==> src/rtl/mips_pkg.sv <==
// rtl/mips_pkg.sv - shared constants for the MIPS pipeline register file
//
// Purpose : register file geometry and the hardwired-zero register index.
// Ports   : none (package).
package mips_pkg;

  localparam int REG_ADDR_W = 5;
  localparam int REG_DATA_W = 32;
  localparam int REG_ZERO   = 0;

endpackage : mips_pkg

==> src/rtl/reg_scoreboard.sv <==
// rtl/reg_scoreboard.sv - pending-write scoreboard for long-latency register writes
//
// Purpose : one pending bit per register; set by a reservation (load issued),
//           cleared by the write-back, and looked up for the two read ports.
// Ports   : clk, rst (async active-low)
//           rsv_en/rsv_addr   - mark a register pending
//           wr_en/wr_addr     - write-back, clears the pending bit
//           rd_addr1/rd_addr2 - lookup addresses
//           busy1/busy2       - lookup result (combinational, masked)
module reg_scoreboard
  import mips_pkg::*;
#(
  parameter int ADDR_W   = REG_ADDR_W,
  parameter int ZERO_REG = 1,
  parameter int BYPASS   = 1
) (
  input  logic              clk,
  input  logic              rst,
  input  logic              rsv_en,
  input  logic [ADDR_W-1:0] rsv_addr,
  input  logic              wr_en,
  input  logic [ADDR_W-1:0] wr_addr,
  input  logic [ADDR_W-1:0] rd_addr1,
  input  logic [ADDR_W-1:0] rd_addr2,
  output logic              busy1,
  output logic              busy2
);

  localparam int DEPTH = 2 ** ADDR_W;
  localparam logic [ADDR_W-1:0] ZERO_ADDR = ADDR_W'(REG_ZERO);

  logic [DEPTH-1:0] pending_q;
  logic [DEPTH-1:0] pending_d;

  // Clear first, then set: a reservation made in the same cycle as an older
  // write-back to the same register must survive.
  always_comb begin
    pending_d = pending_q;
    if (wr_en) pending_d[wr_addr] = 1'b0;
    if (rsv_en && !(ZERO_REG != 0 && rsv_addr == ZERO_ADDR)) pending_d[rsv_addr] = 1'b1;
  end

  always_ff @(posedge clk or negedge rst) begin
    if (!rst) pending_q <= '0;
    else      pending_q <= pending_d;
  end

  // A register being written this cycle is not busy when its value is forwarded.
  always_comb begin
    busy1 = pending_q[rd_addr1];
    if (ZERO_REG != 0 && rd_addr1 == ZERO_ADDR) busy1 = 1'b0;
    if (BYPASS != 0 && wr_en && wr_addr == rd_addr1) busy1 = 1'b0;
    busy2 = pending_q[rd_addr2];
    if (ZERO_REG != 0 && rd_addr2 == ZERO_ADDR) busy2 = 1'b0;
    if (BYPASS != 0 && wr_en && wr_addr == rd_addr2) busy2 = 1'b0;
  end

endmodule : reg_scoreboard

==> src/rtl/reg_file_sb.sv <==
// rtl/reg_file_sb.sv - 2R1W register file with bypass, zero register and scoreboard
//
// Purpose : ID-stage register file written from WB; registered read ports,
//           optional hardwired r0 and write-to-read forwarding, plus a
//           pending-write scoreboard that raises stall on load-use hazards.
// Ports   : clk, rst (async active-low)
//           rd_en, rd_addr1/2 -> rd_data1/2 (one-cycle latency)
//           wr_en, wr_addr, wr_data (WB write port)
//           rsv_en, rsv_addr (reserve a register as pending)
//           busy1/2, stall (combinational hazard indication)
module reg_file_sb
  import mips_pkg::*;
#(
  parameter int DATA_W   = REG_DATA_W,
  parameter int ADDR_W   = REG_ADDR_W,
  parameter int ZERO_REG = 1,
  parameter int BYPASS   = 1
) (
  input  logic              clk,
  input  logic              rst,
  input  logic              rd_en,
  input  logic [ADDR_W-1:0] rd_addr1,
  input  logic [ADDR_W-1:0] rd_addr2,
  output logic [DATA_W-1:0] rd_data1,
  output logic [DATA_W-1:0] rd_data2,
  input  logic              wr_en,
  input  logic [ADDR_W-1:0] wr_addr,
  input  logic [DATA_W-1:0] wr_data,
  input  logic              rsv_en,
  input  logic [ADDR_W-1:0] rsv_addr,
  output logic              busy1,
  output logic              busy2,
  output logic              stall
);

  localparam int DEPTH = 2 ** ADDR_W;
  localparam logic [ADDR_W-1:0] ZERO_ADDR = ADDR_W'(REG_ZERO);

  logic [DATA_W-1:0] mem_q [DEPTH];
  logic [DATA_W-1:0] rd_data1_q, rd_data1_d;
  logic [DATA_W-1:0] rd_data2_q, rd_data2_d;
  logic [DATA_W-1:0] src1, src2;
  logic              wr_ok;

  assign wr_ok = wr_en && !(ZERO_REG != 0 && wr_addr == ZERO_ADDR);

  always_ff @(posedge clk or negedge rst) begin
    if (!rst) begin
      for (int i = 0; i < DEPTH; i++) mem_q[i] <= '0;
    end else if (wr_ok) begin
      mem_q[wr_addr] <= wr_data;
    end
  end

  // Read source priority: zero register, then forwarded write data, then storage.
  always_comb begin
    src1 = mem_q[rd_addr1];
    if (BYPASS != 0 && wr_en && wr_addr == rd_addr1) src1 = wr_data;
    if (ZERO_REG != 0 && rd_addr1 == ZERO_ADDR) src1 = '0;
    src2 = mem_q[rd_addr2];
    if (BYPASS != 0 && wr_en && wr_addr == rd_addr2) src2 = wr_data;
    if (ZERO_REG != 0 && rd_addr2 == ZERO_ADDR) src2 = '0;
  end

  always_comb begin
    rd_data1_d = rd_data1_q;
    rd_data2_d = rd_data2_q;
    if (rd_en) begin
      rd_data1_d = src1;
      rd_data2_d = src2;
    end
  end

  always_ff @(posedge clk or negedge rst) begin
    if (!rst) begin
      rd_data1_q <= '0;
      rd_data2_q <= '0;
    end else begin
      rd_data1_q <= rd_data1_d;
      rd_data2_q <= rd_data2_d;
    end
  end

  assign rd_data1 = rd_data1_q;
  assign rd_data2 = rd_data2_q;

  reg_scoreboard #(
    .ADDR_W  (ADDR_W),
    .ZERO_REG(ZERO_REG),
    .BYPASS  (BYPASS)
  ) u_scoreboard (
    .clk     (clk),
    .rst     (rst),
    .rsv_en  (rsv_en),
    .rsv_addr(rsv_addr),
    .wr_en   (wr_en),
    .wr_addr (wr_addr),
    .rd_addr1(rd_addr1),
    .rd_addr2(rd_addr2),
    .busy1   (busy1),
    .busy2   (busy2)
  );

  // The read is still captured while stalled; decode re-issues it.
  assign stall = rd_en && (busy1 || busy2);

endmodule : reg_file_sb

==> config.mk <==
export PLATFORM = sky130hd
export DESIGN_NAME = reg_file_sb
export DESIGN_NICKNAME = d
export VERILOG_FILES = /design/src/rtl/mips_pkg.sv /design/src/rtl/reg_scoreboard.sv /design/src/rtl/reg_file_sb.sv
export SDC_FILE = /design/constraint.sdc
export NUM_CORES = 2
export LEC_CHECK = 0
export CELL_PAD_IN_SITES_DETAIL_PLACEMENT = 1
export CELL_PAD_IN_SITES_GLOBAL_PLACEMENT = 2
export CORE_MARGIN = 4
export CORE_UTILIZATION = 44
export DETAILED_ROUTE_END_ITERATION = 8
export MAX_ROUTING_LAYER = met4
export PLACE_DENSITY_LB_ADDON = 0.05
export SYNTH_ARGS = -nofsm -noshare
export SYNTH_HDL_FRONTEND = slang
export SYNTH_SLANG_ARGS = --single-unit
export TNS_END_PERCENT = 100
==> constraint.sdc <==
create_clock -name clk -period 3.41 [get_ports clk]
set_clock_uncertainty 0.05 [all_clocks]
set_input_delay 0.682 -clock clk [delete_from_list [all_inputs] [get_ports clk]]
set_output_delay 0.682 -clock clk [all_outputs]
set_load 0.005 [all_outputs]
==> impl_results.html <==
<table>
<tr><th>Metric</th><th>Value</th></tr>
<tr><th colspan="2">Status</th></tr>
<tr><td>Result of the run</td><td>complete, no violations</td></tr>
<tr><th colspan="2">Power</th></tr>
<tr><td>Power Density</td><td>599.9 nW/µm²</td></tr>
<tr><td>Total power</td><td>41.31 mW</td></tr>
<tr><td>Peak supply drop</td><td>0.0004874 V</td></tr>
<tr><td>Static Leakage</td><td>29.88 nW</td></tr>
<tr><th colspan="2">Routing</th></tr>
<tr><td>Vias/cell</td><td>6.484</td></tr>
<tr><td>Count of TritonRoute iterations in the first routing pass</td><td>5</td></tr>
<tr><td>Post-Route WL</td><td>216800 µm</td></tr>
<tr><td>Number of DRC violations after detailed routing</td><td>0</td></tr>
<tr><td>Total number of vias</td><td>38190</td></tr>
<tr><td>Post-route antenna net violation count</td><td>0</td></tr>
<tr><td>Routed length per placed instance</td><td>36.81 µm</td></tr>
<tr><td>Violation count after the first detailed-routing iteration</td><td>3032</td></tr>
<tr><th colspan="2">Global routing</th></tr>
<tr><td>Global-route usage over all layers</td><td>0.3198</td></tr>
<tr><td>Global-route wire length before repair</td><td>315200 µm</td></tr>
<tr><td>Final global-route overflow total</td><td>0</td></tr>
<tr><td>Antenna violations before repair</td><td>5</td></tr>
<tr><td>Maximum number of pins on one net before global-route repair</td><td>132</td></tr>
<tr><td>Number of global-route vias before repair</td><td>42234</td></tr>
<tr><th colspan="2">Placed design</th></tr>
<tr><td>Buffers on Ports</td><td>123</td></tr>
<tr><td>Placer congestion estimate</td><td>0.8640</td></tr>
<tr><td>Placed cell area</td><td>64210 µm²</td></tr>
<tr><td>Post-DP HPWL</td><td>130300 µm</td></tr>
<tr><th colspan="2">Floorplan</th></tr>
<tr><td>Number of core rows</td><td>134</td></tr>
<tr><td>Die outline area</td><td>140600 µm²</td></tr>
<tr><td>Die span in y</td><td>375.0 µm</td></tr>
<tr><td>Number of top-level pins</td><td>124</td></tr>
<tr><td>Core area</td><td>133600 µm²</td></tr>
<tr><td>Die Span X</td><td>375.0 µm</td></tr>
<tr><td>Initial cell density of the core</td><td>0.4436</td></tr>
<tr><th colspan="2">Timing</th></tr>
<tr><td>Worst Max-Slew Pin Slew</td><td>1.041 ns</td></tr>
<tr><td>Final Hold Fails</td><td>0</td></tr>
<tr><td>Final worst path period share</td><td>0.9774</td></tr>
<tr><td>Maximum clock frequency</td><td>300.0 MHz</td></tr>
<tr><td>Headroom to the max-slew limit</td><td>0.3037</td></tr>
<tr><td>Final-layout worst hold slack</td><td>0.3417 ns</td></tr>
<tr><td>Number of max-slew violations in the final report</td><td>0</td></tr>
<tr><td>Time the worst path needs with I/O delays and setup</td><td>3.333 ns</td></tr>
<tr><td>Number of setup violations in the final report</td><td>0</td></tr>
<tr><th colspan="2">Setup path</th></tr>
<tr><td>Required time of the critical path</td><td>2.68 ns</td></tr>
<tr><td>Critical path buffers and inverters</td><td>2</td></tr>
<tr><td>Sort of element at the end of the critical path</td><td>output pin</td></tr>
<tr><td>Crit-path max FO</td><td>5</td></tr>
<tr><td>CP cell instances</td><td>clkdlybuf4s50_1 &gt; mux4_2 &gt; mux2_2 &gt; nand3_1 &gt; o311a_1 &gt; nor2_1 &gt; dlygate4sd2_1</td></tr>
<tr><td>R2R setup slack</td><td>1.33 ns</td></tr>
<tr><td>Slowest cell on the critical path</td><td>clkdlybuf4s50_1</td></tr>
<tr><td>Arrival time at the worst endpoint</td><td>2.60 ns</td></tr>
<tr><td>Kind of launch point of the worst setup path</td><td>input port</td></tr>
<tr><td>Crit-path max cell delay</td><td>0.63 ns</td></tr>
<tr><td>Kind of critical path</td><td>in2out</td></tr>
<tr><td>Kind of cell adding the most delay to the critical path</td><td>buffers and inverters</td></tr>
<tr><th colspan="2">Logic synthesis</th></tr>
<tr><td>Post-synthesis instance area</td><td>59270 µm²</td></tr>
<tr><td>Sequential cell area fraction in the yosys report</td><td>0.4728</td></tr>
<tr><td>Main synth FF type</td><td>dfrtp_1</td></tr>
<tr><td>Area leader, netlist</td><td>dfrtp_1</td></tr>
<tr><td>Seq cells post-synth</td><td>1120</td></tr>
<tr><td>Synthesized area per cell</td><td>15.14 µm²</td></tr>
<tr><td>Main area contributors after synthesis</td><td>dfrtp_1, mux4_2, mux2_2</td></tr>
<tr><td>Ys async rst share</td><td>1.000</td></tr>
<tr><td>Synthesis Warnings</td><td>0</td></tr>
<tr><td>Gate count of the mapped netlist</td><td>3915</td></tr>
<tr><td>Post-Synthesis Net Count</td><td>3972</td></tr>
<tr><td>Most instantiated library cell after synthesis</td><td>dfrtp_1</td></tr>
<tr><td>Number of synthesized flops with an enable pin</td><td>0</td></tr>
<tr><td>Count of unique library cells instantiated by Yosys</td><td>50</td></tr>
<tr><td>Commonest cells post-synth</td><td>dfrtp_1, mux2_2, mux4_2</td></tr>
<tr><td>Top-area cell type share of the netlist area</td><td>0.4728</td></tr>
<tr><th colspan="2">Flow run</th></tr>
<tr><td>Max-cap violations</td><td>0</td></tr>
<tr><th colspan="2">Finish</th></tr>
<tr><td>Final cell area excluding filler cells</td><td>68850 µm²</td></tr>
<tr><td>Layout net count</td><td>4062</td></tr>
<tr><td>Fraction of layout cells with a size suffix above 1</td><td>0.5022</td></tr>
<tr><td>Syn-to-layout area delta</td><td>16.16%</td></tr>
<tr><th colspan="2">Clocking</th></tr>
<tr><td>Clock slew seen by the registers of the worst setup and hold paths</td><td>0.06 ns</td></tr>
<tr><td>Source-to-sink clock delay at the later pin of the worst-skew pair</td><td>0.78 ns</td></tr>
<tr><td>Number of H-tree branching levels</td><td>4</td></tr>
<tr><td>Root buffer selected by CTS</td><td>clkbuf_16</td></tr>
<tr><td>Sink count of the clock tree</td><td>1120</td></tr>
<tr><td>TritonCTS clock tree</td><td>done</td></tr>
<tr><td>Clock buffers created by TritonCTS</td><td>137</td></tr>
<tr><td>Maximum clock insertion buffer count</td><td>3</td></tr>
<tr><th colspan="2">Hold path</th></tr>
<tr><td>Type of the tightest min-delay check</td><td>reg2reg</td></tr>
</table>
power breakdown:
group / total [mW] / internal, mW / switching (mW)
Combinational: 8.49 / 5.11 / 3.38
Sequential: 17.9 / 15.8 / 2.05
Clock: 14.9 / 8.92 / 5.99
cell type report:
type / instances / area [µm²]
Sequential cell: 1120 / 28030
Antenna cell: 8 / 20.02
Inverter: 44 / 175.2
Fill cell: 12308 / 64770
Tap cell: 1768 / 2212
Clock inverter: 42 / 456.7
Multi-Input combinational cell: 2320 / 29590
Timing Repair Buffer: 382 / 4267
Clock buffer: 206 / 4106
cells by family (layout without fill, tap and decap cells):
| group | Yosys count | after routing | synth area share |
|---|---|---|---|
| XOR/XNOR | 10 | 10 | 0.001478 |
| multiplexers | 1820 | 1820 | 0.4417 |
| AND/OR/NAND/NOR | 243 | 243 | 0.02073 |
| AO/OA/AOI/OAI | 247 | 247 | 0.02959 |
| flip-flops | 1120 | 1120 | 0.4728 |
| buffers and inverters | 475 | 674 | 0.03361 |
| other | 0 | 8 | 0 |
metrics by stage:
stage                     setup TNS, ns  instances  worst slack [ns]  utilization
after floorplan                       0       3915            0.2349            -
after detailed placement        -0.3864       5627           -0.1642       0.4805
after global routing           -0.01242       5885          -0.01242       0.5152
after global placement          -0.5155       5627           -0.2599       0.4805
final                                 0       5890           0.07709       0.5153
after CTS                             0       5881           0.01788       0.5150
sequential cells by signal, indices dropped and copies added, names as in the netlist:
signal,count
mem_q,1024
rd_data1,32
rd_data2,32
u_scoreboard.pending_q,32
routing by layer:
metal	vias up	share of wire	GRT usage
li1	15257	-	-
met1	21434	0.43	0.4239
met2	1157	0.49	0.5081
met3	342	0.050	0.05289
met4	0	0.033	0.1021
met5	-	0	-
cells in the final DEF, fill, tap and decap left out, types with 5 or more instances in the layout:
cell,instances
nor2_1,19
a21oi_1,12
mux2_2,997
o32ai_1,33
nor2b_1,69
o2bb2ai_1,5
o211ai_1,14
nand3b_1,7
nand2_4,15
nand2_1,61
o221ai_1,7
nor3b_1,7
clkbuf_1,35
buf_8,5
dfrtp_1,1120
clkdlybuf4s50_1,109
xor2_1,7
nor2_4,17
inv_1,41
a32oi_1,14
o21ai_0,76
bufinv_16,8
o22ai_1,20
a221o_1,15
a22oi_1,6
buf_12,86
clkinv_2,23
nor3_1,8
inv_6,9
clkbuf_16,144
clkbuf_8,27
buf_4,175
a22o_1,28
mux2i_1,286
mux4_2,537
nand3_1,18
diode_2,8
worst paths after layout:
| path | cells past startpoint | startpoint | endpoint |
|---|---|---|---|
| max in group asynchronous | 3 | rst | mem_q[530]$_DFFE_PN0P_ |
| hold reg to reg | 0 | mem_q[1000]$_DFFE_PN0P_ | mem_q[1000]$_DFFE_PN0P_ |
| hold / removal | 0 | mem_q[1000]$_DFFE_PN0P_ | mem_q[1000]$_DFFE_PN0P_ |
| setup reg to reg | 4 | mem_q[463]$_DFFE_PN0P_ | rd_data2[15]$_DFFE_PN0P_ |
| min in group asynchronous | 2 | rst | mem_q[822]$_DFFE_PN0P_ |
| setup / recovery | 7 | rd_addr1[3] | busy1 |
timing repair:
item / 4_1_cts / 5_1_grt
pin swaps: 2 / 1
setup buffers: 5 / 1
endpoints found under the hold margin: 29 / 0
hold buffers: 1 / 0
endpoints found under the setup margin: 3 / 1
resized for setup: 4 / 1
Power figures use the tool's default switching activity.
